**src/rtl/tx_descriptor_arbiter_if.sv**
```systemverilog
// Descriptor path of one egress port.
//   master : the arbiter (pops source FIFOs, presents a descriptor)
//   slave  : source FIFOs plus the TX serializer
// Signal names keep the arbiter's port names so the two views line up.
interface tx_descriptor_arbiter_if #(
  parameter int pN_SRC     = 4,
  parameter int pDEPTH_RAM = 4608
);
  localparam int AW = $clog2(pDEPTH_RAM);
  localparam int DW = 2 * AW + 2;

  logic [pN_SRC-1:0]    i_src_empty;
  logic [pN_SRC*DW-1:0] i_src_desc;
  logic [pN_SRC-1:0]    o_src_read;
  logic                 o_FIFO_empty;
  logic                 i_FIFO_read;
  logic [DW-1:0]        o_adress;
  logic                 i_TX_finish;

  modport master (
    input  i_src_empty, i_src_desc, i_FIFO_read, i_TX_finish,
    output o_src_read, o_FIFO_empty, o_adress
  );

  modport slave (
    output i_src_empty, i_src_desc, i_FIFO_read, i_TX_finish,
    input  o_src_read, o_FIFO_empty, o_adress
  );
endinterface

```
**src/rtl/tx_descriptor_arbiter.sv**
```systemverilog
// Per-frame round-robin arbiter between the source descriptor FIFOs of an
// egress port and its TX serializer. One descriptor is popped per frame and
// held stable on o_adress until the serializer signals end of frame.
// Optional build macro TXARB_STRICT_PRIO_EN: source 0 gets strict priority,
// the remaining sources share round-robin.
module tx_descriptor_arbiter #(
  parameter int pN_SRC     = 4,
  parameter int pDEPTH_RAM = 4608,
  parameter int pFIFO_LAT  = 1
) (
  input  logic                    i_clk,
  input  logic                    i_rst_n,
  tx_descriptor_arbiter_if.master bus,
  output logic [pN_SRC-1:0]       o_grant,
  output logic                    o_busy
);
  localparam int AW    = $clog2(pDEPTH_RAM);
  localparam int DW    = 2 * AW + 2;
  localparam int SEL_W = $clog2(pN_SRC);
  localparam int CNT_W = 2;

`ifdef TXARB_STRICT_PRIO_EN
  localparam bit STRICT = 1'b1;
`else
  localparam bit STRICT = 1'b0;
`endif

  typedef enum logic [1:0] {IDLE, REQ, LOAD, HOLD} state_t;

  state_t            state_q, state_d;
  logic [SEL_W-1:0]  sel_q, sel_d;
  logic [SEL_W-1:0]  last_q, last_d;
  logic [CNT_W-1:0]  cnt_q, cnt_d;
  logic [pN_SRC-1:0] grant_q, grant_d;
  logic [pN_SRC-1:0] src_read_q, src_read_d;
  logic              empty_q, empty_d;
  logic [DW-1:0]     adress_q, adress_d;
  logic              busy_q;

  logic [DW-1:0]     desc_arr [pN_SRC];
  logic              pick_vld;
  logic [SEL_W-1:0]  pick_idx;
  logic [SEL_W-1:0]  cand;

  for (genvar k = 0; k < pN_SRC; k++) begin : g_desc
    assign desc_arr[k] = bus.i_src_desc[k*DW +: DW];
  end

  // Pick the next non-empty source: scan from last+1 upward, wrapping.
  // NOTE: every combinational output gets a default first, so no path leaves
  // a variable unassigned and no latch is inferred.
  always_comb begin
    pick_vld = 1'b0;
    pick_idx = '0;
    cand     = '0;
    // Walk downward so the closest candidate after 'last' is written last.
    for (int i = pN_SRC; i >= 1; i--) begin
      cand = SEL_W'((int'(last_q) + i) % pN_SRC);
      if (!bus.i_src_empty[cand] && !(STRICT && cand == '0)) begin
        pick_vld = 1'b1;
        pick_idx = cand;
      end
    end
    if (STRICT && !bus.i_src_empty[0]) begin
      pick_vld = 1'b1;
      pick_idx = '0;
    end
  end

  // Next-state and next-output logic of the frame FSM.
  always_comb begin
    state_d    = state_q;
    sel_d      = sel_q;
    last_d     = last_q;
    cnt_d      = cnt_q;
    grant_d    = grant_q;
    src_read_d = '0;
    empty_d    = empty_q;
    adress_d   = adress_q;
    unique case (state_q)
      IDLE: begin
        if (pick_vld) begin
          sel_d             = pick_idx;
          grant_d           = '0;
          grant_d[pick_idx] = 1'b1;
          src_read_d        = grant_d;
          cnt_d             = '0;
          state_d           = REQ;
        end
      end
      REQ: state_d = LOAD;
      LOAD: begin
        cnt_d = cnt_q + 1'b1;
        if (cnt_q == CNT_W'(pFIFO_LAT - 1)) begin
          // Captured even if the source now reports empty: the pop was
          // issued while it was non-empty, so the read data is valid.
          adress_d = desc_arr[sel_q];
          empty_d  = 1'b0;
          state_d  = HOLD;
        end
      end
      HOLD: begin
        // A pop takes precedence; finish counts only once the pop happened,
        // and o_adress keeps its value since the serializer samples it late.
        if (bus.i_FIFO_read && !empty_q) begin
          empty_d = 1'b1;
        end else if (bus.i_TX_finish && empty_q) begin
          if (!(STRICT && sel_q == '0)) last_d = sel_q;
          grant_d = '0;
          state_d = IDLE;
        end
      end
      default: state_d = IDLE;
    endcase
  end

  // State and registered outputs; reset abandons any frame in progress.
  // NOTE: sequential state uses non-blocking assignments so every register
  // samples the pre-edge values regardless of statement order.
  always_ff @(posedge i_clk) begin
    if (!i_rst_n) begin
      state_q    <= IDLE;
      sel_q      <= '0;
      last_q     <= SEL_W'(pN_SRC - 1);
      cnt_q      <= '0;
      grant_q    <= '0;
      src_read_q <= '0;
      empty_q    <= 1'b1;
      adress_q   <= '0;
      busy_q     <= 1'b0;
    end else begin
      state_q    <= state_d;
      sel_q      <= sel_d;
      last_q     <= last_d;
      cnt_q      <= cnt_d;
      grant_q    <= grant_d;
      src_read_q <= src_read_d;
      empty_q    <= empty_d;
      adress_q   <= adress_d;
      busy_q     <= (state_d != IDLE);
    end
  end

  assign bus.o_src_read   = src_read_q;
  assign bus.o_FIFO_empty = empty_q;
  assign bus.o_adress     = adress_q;
  assign o_grant          = grant_q;
  assign o_busy           = busy_q;

endmodule
```
**src/flat_wrapper.sv**
```systemverilog
// flat-port wrapper written by rule: the top's interface ports become plain ports
module tx_descriptor_arbiter_flat 
#(
  parameter int pN_SRC     = 4,
  parameter int pDEPTH_RAM = 4608,
  parameter int pFIFO_LAT  = 1
)
  (i_clk, i_rst_n, o_grant, o_busy, bus_i_src_empty, bus_i_src_desc, bus_i_FIFO_read, bus_i_TX_finish, bus_o_src_read, bus_o_FIFO_empty, bus_o_adress);
  tx_descriptor_arbiter_if #(.pN_SRC(pN_SRC), .pDEPTH_RAM(pDEPTH_RAM)) bus_i ();
  input  logic i_clk;
  input  logic i_rst_n;
  output logic [pN_SRC-1:0] o_grant;
  output logic o_busy;
  input wire logic [$bits(bus_i.i_src_empty)-1:0] bus_i_src_empty;
  input wire logic [$bits(bus_i.i_src_desc)-1:0] bus_i_src_desc;
  input wire logic [$bits(bus_i.i_FIFO_read)-1:0] bus_i_FIFO_read;
  input wire logic [$bits(bus_i.i_TX_finish)-1:0] bus_i_TX_finish;
  output wire logic [$bits(bus_i.o_src_read)-1:0] bus_o_src_read;
  output wire logic [$bits(bus_i.o_FIFO_empty)-1:0] bus_o_FIFO_empty;
  output wire logic [$bits(bus_i.o_adress)-1:0] bus_o_adress;
  assign bus_i.i_src_empty = bus_i_src_empty;
  assign bus_i.i_src_desc = bus_i_src_desc;
  assign bus_i.i_FIFO_read = bus_i_FIFO_read;
  assign bus_i.i_TX_finish = bus_i_TX_finish;
  assign bus_o_src_read = bus_i.o_src_read;
  assign bus_o_FIFO_empty = bus_i.o_FIFO_empty;
  assign bus_o_adress = bus_i.o_adress;
  tx_descriptor_arbiter #(.pN_SRC(pN_SRC), .pDEPTH_RAM(pDEPTH_RAM), .pFIFO_LAT(pFIFO_LAT)) u_core (.i_clk(i_clk), .i_rst_n(i_rst_n), .bus(bus_i), .o_grant(o_grant), .o_busy(o_busy));
endmodule
```
**config.mk**
```make
export PLATFORM = sky130hd
export DESIGN_NAME = tx_descriptor_arbiter_flat
export DESIGN_NICKNAME = d
export VERILOG_FILES = /design/src/rtl/tx_descriptor_arbiter_if.sv /design/src/rtl/tx_descriptor_arbiter.sv /design/src/flat_wrapper.sv
export SDC_FILE = /design/constraint.sdc
export NUM_CORES = 1
export LEC_CHECK = 0
export CAP_MARGIN = 20
export CORE_AREA = 3 3 88 90
export DETAILED_ROUTE_END_ITERATION = 10
export DIE_AREA = 0 0 91 93
export GPL_ROUTABILITY_DRIVEN = 0
export PLACE_DENSITY = 0.91
export RECOVER_POWER = 50
export SLEW_MARGIN = 15
export SYNTH_ARGS = -nofsm -noshare
export SYNTH_HDL_FRONTEND = slang
export SYNTH_SLANG_ARGS = --single-unit
export TNS_END_PERCENT = 1
```
**constraint.sdc**
```tcl
create_clock -name i_clk -period 1.7 [get_ports i_clk]
set_clock_uncertainty 0.05 [all_clocks]
set_input_delay 0.34 -clock i_clk [delete_from_list [all_inputs] [get_ports i_clk]]
set_output_delay 0.34 -clock i_clk [all_outputs]
set_load 0.01 [all_outputs]
```
# Yosys cells after proc, flatten, opt, wreduce, memory -nomap -nowiden
# Index checks and enable logic that the tools add are counted.
classes:
  bitwise: 2
  order_cmp: 7
  n_addsub: 5
  reduce_logical: 17
  muxes: 35
  eq_ne: 8
ops:
  columns: ["op", "n"]
  rows:
  - ["binary-select mux 28 bit (select 2 bit)", 1]
  - ["2-to-1 mux 28 bit", 2]
  - ["2-to-1 mux 2 bit", 9]
  - ["less-than comparator 2 x 3 -> 1 bit, second input constant", 5]
  - ["2-to-1 mux 4 bit", 3]
  - ["2-to-1 mux 1 bit", 11]
  - ["AND reduction 3 bit", 3]
  - ["binary-select mux 1 bit (select 2 bit)", 4]
  - ["!= test 2 x 1 -> 1 bit, second input constant", 4]
  - ["case mux 2 bit (4 select lines)", 1]
  - ["case mux 4 bit (2 select lines)", 1]
  - ["nonzero test 2 bit", 4]
  - ["adder 2 x 1 -> 2 bit, second input constant", 3]
  - ["AND reduction 2 bit", 3]
  - ["adder 2 bit, second input constant", 2]
  - ["== test 2 bit, second input constant", 2]
  - ["logical NOT 2 bit", 2]
  - ["case mux 2 bit (2 select lines)", 1]
  - ["AND reduction 4 bit", 1]
  - ["greater-or-equal comparator 3 bit, second input constant", 1]
  - ["logical AND 1 bit", 3]
  - ["NOT 2 -> 3 bit", 1]
  - ["demux 1 bit (select 2 bit)", 1]
  - ["== test 2 x 1 -> 1 bit, second input constant", 1]
  - ["5 further kinds", 5]
totals:
  reg_bits: 46

# Depth between registers and ports, before layout
# Gate-level depths: netlist (run 1).
logic_depth:
  word_depth: 13
  ltp_mapped: 7
  depth_no_buf: 5

# Least setup slack after synthesis (run 1)
# Ideal clock, no wire load.
synth_path:
  kind: "reg-to-reg"
  start: "register u_core.sel_q[0]"
  end: "register u_core.adress_q[17] (netlist: u_core.bus.o_adress[17])"
  arrival_ns: 1.203
  path_slack_ns: 0.328
  path_stages_with_launch: 5
  synth_period_minus_slack_ns: 1.372
  path_cell_list: "dfxtp_1 -> buf_6 -> mux4_1 -> nand2_1 -> a21boi_2"
synth_between:
  elab_chain_len: 4
synth_rtl:
  columns: ["item", "line_no", "source"]
  rows:
  - ["start: declaration", "tx_descriptor_arbiter.sv:31", "logic [SEL_W-1:0] sel_q, sel_d;"]
  - ["start signal: assignment", "tx_descriptor_arbiter.sv:133", "sel_q <= sel_d;"]
  - ["NOT 2 -> 3 bit (not written as such)", "tx_descriptor_arbiter.sv:97", "adress_d = desc_arr[sel_q];"]
  - ["binary-select mux 28 bit (select 2 bit)", "tx_descriptor_arbiter.sv:97", null]
  - ["2-to-1 mux 28 bit (not written as such) (2 in a row)", "tx_descriptor_arbiter.sv:97", null]
  - ["end signal: assignment", "tx_descriptor_arbiter.sv:139", "adress_q <= adress_d;"]
  - ["end: declaration", "tx_descriptor_arbiter.sv:37", "logic [DW-1:0] adress_q, adress_d;"]
# No other way between the ends. The select of a mux whose other input is x is not followed.
# A chain may end at the register's enable or synchronous reset.

# Worst setup path after layout (run 1)
layout_path:
  start: "register u_core.adress_q[21] (netlist: u_core.bus.o_adress[21])"
  end: "output port bus_o_adress[21]"
layout_lines:
  columns: ["item", "line_no", "source"]
  rows:
  - ["end: declaration", "flat_wrapper.sv:20", "output wire logic [$bits(bus_i.o_adress)-1:0] bus_o_adress;"]
# No word-level cell between the ends.

==> out/qor.txt, run 1 <==
flops & latches, synth = 46
clock buffer depth = 2
post-synth top area share = 0.3496
Setup crit start = u_core.bus.o_adress[21]
fin crit period = 1619 ps
Die Y = 93 um
Mapped Area = 2634 um^2
Cell Area, Placed = 4265 um^2
Power Density = 756.8 nW/um^2
CTS tree = built
initial core utilization = 0.3690
library cells used by synthesis = 38
dpl hpwl = 6.243 mm
CP Max Fanout = 2
Syn Area/Cell = 11.02 um^2
first-pass GRT wire length = 12.43 mm
Synth Instances = 239
largest area contributor in the netlist = dfxtp_1
Crit. path cell count = 1
Min Hold Slack = 409.9 ps
Warnings, synthesis = 0
Die Span X = 91 um
final count of negative-setup-slack endpoints = 0
Top FF cell, synth = dfxtp_1
Clock Latency Late Sink = 290 ps
critical path buffer and inverter count = 1
CP startpoint kind = flip-flop
TritonCTS buffer count = 5
Worst Path Required = 1310 ps
final period utilization = 0.9524
Area growth, synth to finish = 65.56%
H-tree levels = 2
vias = 2478
GR Util met3 = 0.04505
Layout Cell Area excl Fill = 4360 um^2
Worst Tran Pin Value = 382.4 ps
fmax = 617.6 MHz
n_diodes = 0
DRC violations left = 0
Post-Route WL = 7.872 mm
r2r startpoint = u_core.sel_q[0]
Async SR Flop Fraction = 0
routing usage on met1 = 0.1858
io pins = 158
Most Used Layer, Global Route = met2
register-to-register setup slack = 170 ps
Syn Nets = 360
Max Cap Viol = 0
setup_tns = 0 ps
layout cell share with drive strength beyond 1 = 0.08929
IO Port Bufs = 157
crit-path leading delay family = buffers and inverters
Post-CTS Resized = 0
met2 usage = 0.3617
Final Hold Fails = 0
RSZ-0062 raised after global routing = false
R2R cell count = 4
slowest stage delay, CP = 610 ps
clk slew on worst S/H paths = 80 ps
Worst Setup EP = bus_o_adress[21]
Tightest Hold Check Type = reg -> reg
Post-DRT Antenna Nets = 0
Cell Chain, Critical Path = dlygate4sd3_1
die area = 8463 um^2
Pleak = 1.573 nW
Critical Path Slowest Stage Cell = dlygate4sd3_1
worst rel slew slack = 0.7443
Worst EP arrival = 1230 ps
CORE AREA = 7137 um^2
commonest non-fill, non-tap cells in the layout = clkdlybuf4s50_1, nand2_1, dfxtp_1, a21boi_0, mux4_1
vias in the first global route = 2632
Crit. End Element = output pin
r2r endpoint = u_core.bus.o_adress[1]
nets@finish = 512
All-Layer GR Usage = 0.1824
Clock Sinks = 46
kind of critical path = reg -> out
Power, Total = 3.300 mW
CTS root buf = clkbuf_8
total congestion overflow = 0
vias per cell = 5.047
post-CTS setup buffer count = 0
Routed wire per std cell = 16.03 um
Hold Buf Count CTS = 0
max-slew violation count = 0
TritonRoute pass-1 iters = 4
status = completed
most common cell after layout, fill and taps aside = clkdlybuf4s50_1
sequential fraction of the synthesis area = 0.3496
top post-synthesis cells by area = dfxtp_1, mux4_1, nand2_1
Rows = 31
initial antenna violation count = 0
worst vdd ir = 356.0 uV
Post-synth EDFFs = 0
largest net degree at the start of global routing = 44
drt initial violations = 43
Fillers = 619
==> synthesized netlist by cell type (3+ instances only) <==
library cell,instances
nand2_1,64
dfxtp_1,46
inv_1,3
a21oi_1,4
clkbuf_1,5
a21boi_2,20
buf_6,3
mux4_1,20
a21boi_1,8
nand4_1,6
nor2_1,8
mux4_2,8
o21ai_0,4
buf_2,6
buf_8,3
o21ai_1,4
==> worst min-delay path: stages, from the launching register on <==
cell and delay, ps:
dfxtp_1 320, nand2_1 50, a21boi_1 50
==> registers in the layout, summed over array words and instances, names as in the netlist <==
signal,count
u_core.bus.o_src_read,4
u_core.last_q,2
u_core.state_q,2
u_core.bus.o_FIFO_empty,1
u_core.sel_q,2
u_core.o_busy,1
u_core.o_grant,4
u_core.bus.o_adress,28
u_core.cnt_q,2
==> where the power goes <==
part           switching [mW]  leakage (nW)  internal [mW]
logic                   0.405          1.13          0.662
registers              0.0691         0.376           1.18
clock network           0.361        0.0714          0.627
==> cells by family after synthesis <==
logic type | count (synthesis) | share of synthesized area
adders and majority gates | 1 | 0.004750
and+or+nand+nor | 91 | 0.1501
AOI/OAI and AO/OA | 50 | 0.1644
DFF | 46 | 0.3496
muxes | 30 | 0.2755
buffers and inverters | 21 | 0.05558
==> stage by stage <==
| stage | cells | util | setup WS, ps |
|---|---|---|---|
| detailed placement | 483 | 0.5977 | -114.1 |
| global placement | 483 | 0.5977 | -45.76 |
| finish | 491 | 0.6110 | 80.85 |
| CTS | 491 | 0.6176 | 31.93 |
| global route | 491 | 0.6110 | 37.11 |
| floorplan | 239 | - | 328.3 |
==> how the worst min path moves through the flow <==
stage | slack [ps] | depth (start not counted) | start | end
after floorplan | 430 | 2 | u_core.bus.o_adress[10] | u_core.bus.o_adress[10]
after global placement | 390 | 2 | u_core.bus.o_adress[16] | u_core.bus.o_adress[16]
after detailed placement | 390 | 2 | u_core.bus.o_adress[12] | u_core.bus.o_adress[12]
after global routing | 430 | 2 | u_core.bus.o_adress[16] | u_core.bus.o_adress[16]
final | 410 | 2 | u_core.bus.o_adress[9] | u_core.bus.o_adress[9]
after CTS | 410 | 2 | u_core.bus.o_adress[12] | u_core.bus.o_adress[12]
==> routing by layer <==
metal,wire length [um],vias up,share of wire
met2,4438,89,0.56
met4,110,0,0.014
li1,-,1185,-
met3,440,8,0.056
met5,0,-,0
met1,2882,1196,0.37
==> final cells by class <==
| type | instances | area [um^2] | area share |
|---|---|---|---|
| clock buffer | 6 | 82.58 | 0.01894 |
| clock inverter | 2 | 60.06 | 0.01377 |
| inverter | 3 | 11.26 | 0.002582 |
| multi-input combinational | 172 | 1523 | 0.3492 |
| sequential | 46 | 922.1 | 0.2115 |
| tap | 99 | 123.9 | 0.02841 |
| timing repair buffer | 163 | 1638 | 0.3756 |
Power figures use the tool's default switching activity.
==> inputs of run 2 (changes only) <==
- CORE_AREA: 3 3 88 90 -> 3 3 80 98
- DIE_AREA: 0 0 91 93 -> 0 0 83 101
- PLACE_DENSITY: 0.91 -> 0.92
- SKIP_LAST_GASP: not set -> 1
==> run 2 against run 1 <==
Net effect:
- wire length is 2.8% higher
- combinational power hardly changed
- via count is 0.77% higher
- critical path depth stayed put
- design area is 0.17% lower
- non-clock buffer count is 3 higher
- flip-flop and latch count stayed put
- power is 8.1% lower
- register-to-register slack worse by 70 ps
- core utilization is 0.54 points higher
- worst hold slack worse by 5.9 ps
- clock power is 32% lower
- largest cell class unchanged
- largest power group unchanged
- highest routed layer unchanged
==> out/qor.txt, run 2 (synthesis results as in run 1) <==
status = completed
initial antenna violation count = 0 (unchanged)
nets@finish = 515 (+0.59%)
Worst EP arrival = 1240 ps (about the same)
max FFs per register = 28 (unchanged)
TritonCTS buffer count = 5 (unchanged)
Clock Sinks = 46 (unchanged)
All-Layer GR Usage = 0.1857 (+0.003306)
largest net degree at the start of global routing = 29 (-34%)
r2r endpoint = u_core.bus.o_adress[0]
Worst Path Required = 1310 ps (about the same)
Max Cap Viol = 0 (unchanged)
drt initial violations = 102 (+140%)
final count of negative-setup-slack endpoints = 0 (unchanged)
post-CTS setup buffer count = 0 (unchanged)
r2r startpoint = u_core.sel_q[0]
Area growth, synth to finish = 65.27%
TritonRoute pass-1 iters = 4 (unchanged)
n_diodes = 0 (unchanged)
CTS root buf = clkbuf_8
io pins = 158 (unchanged)
slowest stage delay, CP = 600 ps (about the same)
Worst Tran Pin Value = 447.9 ps (+65.51 ps)
Crit. path cell count = 1 (unchanged)
vias in the first global route = 2602 (-1.1%)
layout cell share with drive strength beyond 1 = 0.1089 (+0.01958)
Pleak = 1.566 nW (-0.47%)
Cell Chain, Critical Path = dlygate4sd3_1
Crit. End Element = output pin
CP Max Fanout = 2 (unchanged)
fin crit period = 1627 ps (+7.689 ps)
die area = 8383 um^2 (-0.95%)
critical path buffer and inverter count = 1 (unchanged)
worst vdd ir = 497.0 uV (+40%)
Post-Route WL = 8.094 mm (+2.8%)
IO Port Bufs = 157 (unchanged)
vias per cell = 5.148 (+2.0%)
Critical Path Slowest Stage Cell = dlygate4sd3_1
kind of critical path = reg -> out
Setup crit start = u_core.bus.o_adress[26]
total congestion overflow = 0 (unchanged)
worst rel slew slack = 0.7014 (-0.04291)
initial core utilization = 0.3730 (+0.003923)
clk slew on worst S/H paths = 90 ps (about the same)
RSZ-0062 raised after global routing = false
Tightest Hold Check Type = reg -> reg
Clock Latency Late Sink = 300 ps (about the same)
fmax = 614.7 MHz (-0.47%)
CORE AREA = 7062 um^2 (-1.1%)
H-tree levels = 2 (unchanged)
clock buffer depth = 2 (unchanged)
register-to-register setup slack = 100 ps (-70 ps)
max-slew violation count = 0 (unchanged)
Routed wire per std cell = 16.69 um (+4.1%)
CP startpoint kind = flip-flop
Hold Buf Count CTS = 0 (unchanged)
setup_tns = 0 ps (unchanged)
DRC violations left = 0 (unchanged)
commonest non-fill, non-tap cells in the layout = clkdlybuf4s50_1, nand2_1, dfxtp_1, mux4_1, a21boi_0
Min Hold Slack = 404.0 ps (-5.887 ps)
first-pass GRT wire length = 12.56 mm (+1.1%)
Post-DRT Antenna Nets = 0 (unchanged)
Worst Setup EP = bus_o_adress[26]
Final Hold Fails = 0 (unchanged)
Die Span X = 83 um (-8.8%)
Power Density = 696.3 nW/um^2 (-8.0%)
final period utilization = 0.9570 (+0.004523)
CTS tree = built
hold depth = 2 (unchanged)
Rows = 34 (+9.7%)
most common cell after layout, fill and taps aside = clkdlybuf4s50_1
vias = 2497 (+0.77%)
R2R cell count = 4 (unchanged)
Die Y = 101 um (+8.6%)
dpl hpwl = 6.533 mm (+4.6%)
crit-path leading delay family = buffers and inverters
run 2: changes by cell type in the layout (fill, tap and decap cells not counted), sizes merged:
cell	before	now
bufinv	2	0
clkinv	0	2
clkdlybuf4s25	1	0
buf	5	7
clkinvlp	0	1
dlygate4sd3	6	7
run 2: where the power goes:
group	total [mW]	leakage, nW	switching (mW)	internal (mW)
Sequential	1.26	0.375	0.0819	1.18
Combinational	1.10	1.15	0.407	0.689
Clock	0.676	0.0441	0.386	0.289
Total	3.03	1.57	0.875	2.16
run 2: worst min path at each step:
stage	start	endpoint	slack, ps
floorplan	u_core.bus.o_adress[10]	u_core.bus.o_adress[10]	430
global placement	u_core.bus.o_adress[15]	u_core.bus.o_adress[15]	390
detailed placement	u_core.bus.o_adress[13]	u_core.bus.o_adress[13]	400
CTS	u_core.bus.o_adress[13]	u_core.bus.o_adress[13]	410
global route	u_core.bus.o_adress[15]	u_core.bus.o_adress[15]	440
finish	u_core.bus.o_adress[13]	u_core.bus.o_adress[13]	400
run 2: cell type report:
cell class / instances / area (um^2)
fillers: 605 / 2709
repair buffers: 166 / 1683
multi-input cells: 172 / 1533
flip-flops and latches: 46 / 923.4
well taps: 90 / 112.6
clock buffers: 5 / 68.82
clock inverters: 3 / 21.27
inverters: 3 / 11.26
run 2: through the flow:
| step | instance area, um^2 | total power [mW] | std cells | util | worst slack (ps) |
|---|---|---|---|---|---|
| global placement | 4302 | 2.367 | 477 | 0.6091 | -51.82 |
| finish | 4353 | 3.031 | 485 | 0.6164 | 73.16 |
| global route | 4353 | 3.193 | 485 | 0.6164 | 38.96 |
| floorplan | 2634 | 1.866 | 239 | - | 328.3 |
| detailed placement | 4302 | 2.411 | 477 | 0.6091 | -126.3 |
| CTS | 4392 | 3.091 | 485 | 0.6219 | 33.94 |
run 2: tightest hold or removal path: stages (launching register included):
cell and delay [ps]:
dfxtp_1 310, nand2_1 50, a21boi_1 50
run 2: routing by layer:
metal | up-vias | global-route usage | wire, um
li1 | 1193 | - | -
met1 | 1187 | 0.1945 | 3052
met2 | 106 | 0.3735 | 4519
met3 | 11 | 0.04007 | 433
met4 | 0 | 0.04403 | 89
met5 | - | 0 | 0
run 2: repair_timing:
action,CTS,global route
gates resized for setup,0,1
endpoints found under the hold margin,0,0
endpoints found under the setup margin,0,1
